File: config.mk
export PLATFORM = sky130hd
export DESIGN_NAME = disp_sr_rx
export DESIGN_NICKNAME = d
export VERILOG_FILES = /design/src/rtl/disp_sr_rx_pkg.sv /design/src/rtl/disp_rx_sync.sv /design/src/rtl/disp_sr_rx.sv
export SDC_FILE = /design/constraint.sdc
export NUM_CORES = 1
export LEC_CHECK = 0
export ABC_AREA = 1
export CORE_AREA = 3 3 193 195
export CTS_BUF_LIST = sky130_fd_sc_hd__clkbuf_8
export CTS_CLUSTER_DIAMETER = 30
export DETAILED_ROUTE_END_ITERATION = 8
export DIE_AREA = 0 0 196 198
export GPL_ROUTABILITY_DRIVEN = 1
export HOLD_SLACK_MARGIN = 0.12
export PLACE_DENSITY = 0.91
export SYNTH_ARGS = -nofsm -noshare
export SYNTH_HDL_FRONTEND = slang
export SYNTH_HIERARCHICAL = 1
export SYNTH_SLANG_ARGS = --single-unit
File: constraint.sdc
create_clock -name clk -period 4.2 [get_ports clk]
set_input_delay 1.05 -clock clk [delete_from_list [all_inputs] [get_ports clk]]
set_output_delay 1.05 -clock clk [all_outputs]
set_load 0.05 [all_outputs]
File: src/rtl/disp_sr_rx_pkg.sv
// Shared display shift-register interface constants.
package disp_sr_rx_pkg;

    localparam int unsigned DISP_WIDTH = 256;
    localparam int unsigned DISP_CNT_W = $clog2(DISP_WIDTH + 2);
    localparam int unsigned DISP_FRM_W = 16;

    typedef logic [DISP_CNT_W-1:0] disp_cnt_t;

endpackage

File: src/rtl/disp_rx_sync.sv
// N-stage input synchronizer with a registered rising-edge detector.
module disp_rx_sync #(
    parameter int unsigned STAGES = 2
) (
    input  logic clk,
    input  logic rst_n,
    input  logic d_i,
    output logic level_o,
    output logic rise_o
);

    logic [STAGES-1:0] sync_q;
    logic              level_q;
    logic              rise_q;

    // level_q doubles as the edge-detect history, so level_o and rise_o stay aligned.
    always_ff @(posedge clk or negedge rst_n) begin
        if (!rst_n) begin
            sync_q  <= '0;
            level_q <= 1'b0;
            rise_q  <= 1'b0;
        end else begin
            sync_q  <= {sync_q[STAGES-2:0], d_i};
            level_q <= sync_q[STAGES-1];
            rise_q  <= sync_q[STAGES-1] & ~level_q;
        end
    end

    assign level_o = level_q;
    assign rise_o  = rise_q;

endmodule

File: src/rtl/disp_sr_rx.sv
// Display shift-register receiver: rebuilds latched frames, checks bit counts,
// counts good frames and flags loss of frames via a ms watchdog.
module disp_sr_rx
    import disp_sr_rx_pkg::*;
#(
    parameter int unsigned WIDTH       = DISP_WIDTH,
    parameter int unsigned SYNC_STAGES = 2,
    parameter int unsigned LOST_MS     = 3
) (
    input  logic                  clk,
    input  logic                  rst_n,
    input  logic                  tsc_1ppms,
    input  logic                  disp_sclk,
    input  logic                  disp_lat,
    input  logic                  disp_sin,
    output logic [WIDTH-1:0]      rx_data,
    output logic                  rx_valid,
    output logic                  rx_err,
    output logic [8:0]            rx_bits,
    output logic [DISP_FRM_W-1:0] rx_frames,
    output logic                  rx_lost
);

    localparam int unsigned CNT_W = $clog2(WIDTH + 2);
    localparam int unsigned MS_W  = $clog2(LOST_MS + 1);

    logic sclk_rise, lat_rise, sin_lvl;
    logic sclk_lvl_unused, lat_lvl_unused, sin_rise_unused;

    disp_rx_sync #(.STAGES(SYNC_STAGES)) u_sync_sclk (
        .clk    (clk),
        .rst_n  (rst_n),
        .d_i    (disp_sclk),
        .level_o(sclk_lvl_unused),
        .rise_o (sclk_rise)
    );

    disp_rx_sync #(.STAGES(SYNC_STAGES)) u_sync_lat (
        .clk    (clk),
        .rst_n  (rst_n),
        .d_i    (disp_lat),
        .level_o(lat_lvl_unused),
        .rise_o (lat_rise)
    );

    disp_rx_sync #(.STAGES(SYNC_STAGES)) u_sync_sin (
        .clk    (clk),
        .rst_n  (rst_n),
        .d_i    (disp_sin),
        .level_o(sin_lvl),
        .rise_o (sin_rise_unused)
    );

    logic [WIDTH-1:0]      sr_q, sr_d;
    logic [CNT_W-1:0]      bit_cnt_q, bit_cnt_d;
    logic [WIDTH-1:0]      rx_data_q, rx_data_d;
    logic [8:0]            rx_bits_q, rx_bits_d;
    logic [DISP_FRM_W-1:0] rx_frames_q, rx_frames_d;
    logic                  rx_valid_q, rx_valid_d;
    logic                  rx_err_q, rx_err_d;
    logic [MS_W-1:0]       ms_cnt_q, ms_cnt_d;
    logic                  rx_lost_q;

    always_ff @(posedge clk or negedge rst_n) begin
        if (!rst_n) begin
            sr_q        <= '0;
            bit_cnt_q   <= '0;
            rx_data_q   <= '0;
            rx_bits_q   <= '0;
            rx_frames_q <= '0;
            rx_valid_q  <= 1'b0;
            rx_err_q    <= 1'b0;
            ms_cnt_q    <= '0;
            rx_lost_q   <= 1'b0;
        end else begin
            sr_q        <= sr_d;
            bit_cnt_q   <= bit_cnt_d;
            rx_data_q   <= rx_data_d;
            rx_bits_q   <= rx_bits_d;
            rx_frames_q <= rx_frames_d;
            rx_valid_q  <= rx_valid_d;
            rx_err_q    <= rx_err_d;
            ms_cnt_q    <= ms_cnt_d;
            rx_lost_q   <= (ms_cnt_d == MS_W'(LOST_MS));
        end
    end

    // Close the old frame before accounting a same-cycle sclk bit to the new one.
    always_comb begin
        sr_d        = sr_q;
        bit_cnt_d   = bit_cnt_q;
        rx_data_d   = rx_data_q;
        rx_bits_d   = rx_bits_q;
        rx_frames_d = rx_frames_q;
        rx_valid_d  = 1'b0;
        rx_err_d    = 1'b0;
        ms_cnt_d    = ms_cnt_q;

        if (lat_rise) begin
            rx_bits_d = 9'(bit_cnt_q);
            bit_cnt_d = '0;
            if (bit_cnt_q == CNT_W'(WIDTH)) begin
                rx_data_d   = sr_q;
                rx_valid_d  = 1'b1;
                rx_frames_d = rx_frames_q + DISP_FRM_W'(1);
            end else if (bit_cnt_q != '0) begin
                rx_err_d = 1'b1;
            end
        end

        if (sclk_rise) begin
            sr_d = {sr_q[WIDTH-2:0], sin_lvl};
            if (bit_cnt_d != CNT_W'(WIDTH + 1)) begin
                bit_cnt_d = bit_cnt_d + CNT_W'(1);
            end
        end

        // A good frame clears the watchdog even if a tick lands in the same cycle.
        if (rx_valid_q) begin
            ms_cnt_d = '0;
        end else if (tsc_1ppms && (ms_cnt_q != MS_W'(LOST_MS))) begin
            ms_cnt_d = ms_cnt_q + MS_W'(1);
        end
    end

    assign rx_data   = rx_data_q;
    assign rx_valid  = rx_valid_q;
    assign rx_err    = rx_err_q;
    assign rx_bits   = rx_bits_q;
    assign rx_frames = rx_frames_q;
    assign rx_lost   = rx_lost_q;

endmodule

---- Word-level counts from Yosys, hierarchy flattened ----
Index checks and enable logic that the tools add are counted.
storage, ports and cells
  flip-flop bits (word level) ............. 562
  input port bits ......................... 6
  output and inout bits ................... 284
operators by class
  add/sub/neg operators ................... 3
  eq/ne operators ......................... 4
  mux-type cells .......................... 10
  bitwise operators ....................... 4
  reductions and logical operators ........ 3
operator list
  cell                                           number
  2-to-1 mux 9 bit                               3
  adder 16 x 1 -> 16 bit, second input constant  1
  adder 9 x 1 -> 9 bit, second input constant    1
  == test 9 bit, second input constant           1
  inequality test 9 bit, second input constant   1
  nonzero test 9 bit                             1
  2-to-1 mux 1 bit                               5
  2-to-1 mux 2 bit                               2
  adder 2 x 1 -> 2 bit, second input constant    1
  AND 1 bit                                      2
  == test 2 bit, second input constant           1
  inequality test 2 bit, second input constant   1
  inverter 1 bit                                 2
  AND reduction 2 bit                            1
  logical AND 1 bit                              1

---- Logic depth before layout (Yosys ltp) ----
  depth after elaboration ................. 5
  mapped depth ............................ 11
  depth with buffers taken out ............ 10

---- By module ----
The synthesis kept the hierarchy.
by module, submodules not included
  module        times used  cells each  area an instance (µm²)  sequential area each (µm²)
  disp_sr_rx    1           2,194       20,932.6                13,788.2
  disp_rx_sync  3           6           110.1                   100.1

---- Worst setup path after synthesis ----
No wires, ideal clock.
  path type ............................... reg-to-output
  start ................................... register rx_frames_q[2] (netlist: rx_frames[2])
  end ..................................... output port rx_frames[2]
  arrival time ............................ 665 ps
  path slack .............................. 2,485 ps
  stages on the path, launching flop included .. 1
  cells stage by stage .................... dfrtp_1
RTL lines
  element                 RTL line          source
  from (decl)             disp_sr_rx.sv:58  logic [DISP_FRM_W-1:0] rx_frames_q, rx_frames_d;
  from (signal assigned)  disp_sr_rx.sv:80  rx_frames_q <= rx_frames_d;
  to (decl)               disp_sr_rx.sv:20  output logic [DISP_FRM_W-1:0] rx_frames,
No word-level cell between the ends.

---- Final worst setup path ----
  start ................................... register rx_frames_q[8] (netlist: rx_frames[8])
  end ..................................... output port rx_frames[8]
No word-level cell between the ends.

==> results by group <==
Timing
  • Worst slew pin tran: 1.055 ns
  • Final Cycle Share: a little under three quarters
  • Slew Viols, Final: 0
  • Clock period minus worst slack: 3.005 ns
  • Finish-stage setup viols: 0
  • Relative slew margins: 29.64%
  • Worst hold slack: 0.3458 ns
  • Clock skew: 0.02740 ns
  • Hold Vio Cnt, Final: 0
  • Fmax: 332.7 MHz
  • Setup TNS: 0 ns
  • Setup ws final: around 1.2 ns
  • RSZ-0062 raised after global routing: no

Synth
  • Syn Nets: 2219
  • Synth Area per Inst: between 9 and 10 sq um
  • Cell count after synthesis: 2209
  • Cell area after synthesis: 0.02123 sq mm
  • Syn. warnings: 6

Routing
  • Post-route DRC: 0
  • Routed Antenna Nets: 0
  • Total iterations of the first detailed-routing run: 6
  • Vias: 16.55k
  • Total routed wirelength: 53270 um
  • DR WL/cell: 17.44 um
  • Vias per cell: 5.416
  • Initial DRC count: 1308

Place
  • Place WS: 1.885 ns
  • Port bufs: 289
  • Post-DP HPWL: 31270 um
  • Final GP Congestion: 0.8859
  • Placed cells: 2867
  • Placed Area: between 0.02 and 0.025 sq mm

Clocking
  • Worst-path clk slew: 0.06 ns
  • CTS tree: done
  • Clk buf depth: 3
  • CTS H-tree depth: 3
  • Hold_buf cts: 0
  • CTS Buf Count: approximately 100
  • Post_cts resized: 0
  • Post-CTS setup buffers: 0
  • Root buffer cell: clkbuf_8
  • Clk sinks: 562
  • Worst-skew pair later-pin latency: approximately 0.67 ns

Floorplanning
  • Initial core utilization: 59.68%
  • Die W: 196 um
  • Die Height: 198 um
  • FP Rows: 69
  • Core area: 0.03557 sq mm
  • Top-Level Pins: 290
  • Die area: 0.03881 sq mm

Final layout
  • Non-Filler Instances: 3055
  • Final #Nets: 2519
  • Final core utilization: 75.65%
  • Final instance area: approximately 0.027 sq mm
  • Share of cells above drive strength 1: 7.864%
  • ANT cells: 0
  • Synth-to-Final Area Change: 26.77%

Worst setup path
  • CP arrival: 1.96 ns
  • Crit path buffers/inverters: 1
  • Reg2reg start: bit_cnt_q[2]
  • Worst path cell trace: clkdlybuf4s50_1
  • Cell count along the critical path: 1
  • CP peak stage delay: 0.84 ns
  • WS Path Type: register to primary output
  • Setup slack, reg-to-reg: 1.74 ns
  • R2R depth: 6
  • Capture point of the worst path: rx_frames[8]
  • Critical Path Source: rx_frames[8]
  • Worst path top cell family by delay: buffers and inverters
  • Crit Path Max Fanout: 5
  • CP required: approximately 3.2 ns
  • Startpoint type of the worst setup path: register
  • CP max stage cell: clkdlybuf4s50_1
  • Kind of capture point of the worst setup path: primary output
  • FF-to-FF End: rx_data[5]

GRT
  • Initial antenna violation count: 0
  • GRT Total Usage: 27.48%
  • Grt total ovfl: 0
  • Vias in the first global route: approximately 17k
  • First-pass GRT wire length: 86350 um
  • Largest net degree at the start of global routing: 167

Run
  • Maximum Capacitance Violations: 0

Worst hold path
  • Min-Delay Path Class: register to register
  • Hold Path Depth: 0

Power and ir drop
  • Post-layout power: 11.98 mW
  • Static Leak: about 12 nW
  • Pwr/cell area: 445.2 mW/mm^2
  • Maximum vdd ir drop: between 0.3 and 0.4 mV

Outcome
  • Status: finished, final reports clean
==> power breakdown <==
group	internal, mW	switching, mW	leakage [nW]
Clock	3.71	2.39	1.29
Sequential	5.47	0.0506	7.81
Combinational	0.0859	0.274	2.70
==> layer usage <==
layer / vias to the layer above / wire length [um] / GRT usage, %
met5: - / 0 / 0
met4: 0 / 1769 / 11.72
met3: 133 / 3970 / 6.517
met2: 670 / 27130 / 47.22
met1: 8200 / 20400 / 33.67
li1: 7544 / - / -
==> layout by cell type (no fill, tap or decap), drive strengths merged <==
master,instances
clkbuf,121
clkinv,15
nand2,623
inv,312
a31oi,1
clkdlybuf4s50,288
clkinvlp,12
nand4,8
xor2,3
xnor2,4
nor3,2
o21ai,532
dfrtp,562
ha,4
nand3b,4
bufinv,17
nand3,18
nor2,41
buf,27
==> cell type report <==
cell class	instances	area (sq um)
sequential	562	14070
multi-input combinational	1240	5487
timing repair buffer	315	3231
clock buffer	121	1665
fill	2071	8660
tap	461	576.8
inverter	289	1085
clock inverter	67	798.3
==> worst min-delay path by stage <==
| stage | start | slack [ns] | end |
|---|---|---|---|
| after detailed placement | u_sync_sclk/sync_q[0] | 0.34 | u_sync_sclk/sync_q[1] |
| final | u_sync_sclk/sync_q[0] | 0.35 | u_sync_sclk/sync_q[1] |
| after global placement | u_sync_sin/sync_q[0] | 0.33 | u_sync_sin/sync_q[1] |
| after global routing | u_sync_sclk/sync_q[0] | 0.35 | u_sync_sclk/sync_q[1] |
| after CTS | u_sync_sclk/sync_q[0] | 0.35 | u_sync_sclk/sync_q[1] |
| after floorplan | u_sync_lat/sync_q[0] | 0.33 | u_sync_lat/sync_q[1] |
==> state kept, by name, summed over array words and instances, names as in the netlist <==
signal,count
rx_data,256
sr_q,256
u_sync_sclk/sync_q,2
u_sync_lat/sync_q,2
rx_lost,1
rx_err,1
rx_frames,16
u_sync_lat/level_o,1
u_sync_lat/rise_o,1
rx_valid,1
rx_bits,9
ms_cnt_q,2
bit_cnt_q,9
u_sync_sin/sync_q,2
u_sync_sclk/rise_o,1
u_sync_sclk/level_o,1
u_sync_sin/level_o,1
No activity file was read; power rests on OpenSTA's default activity.
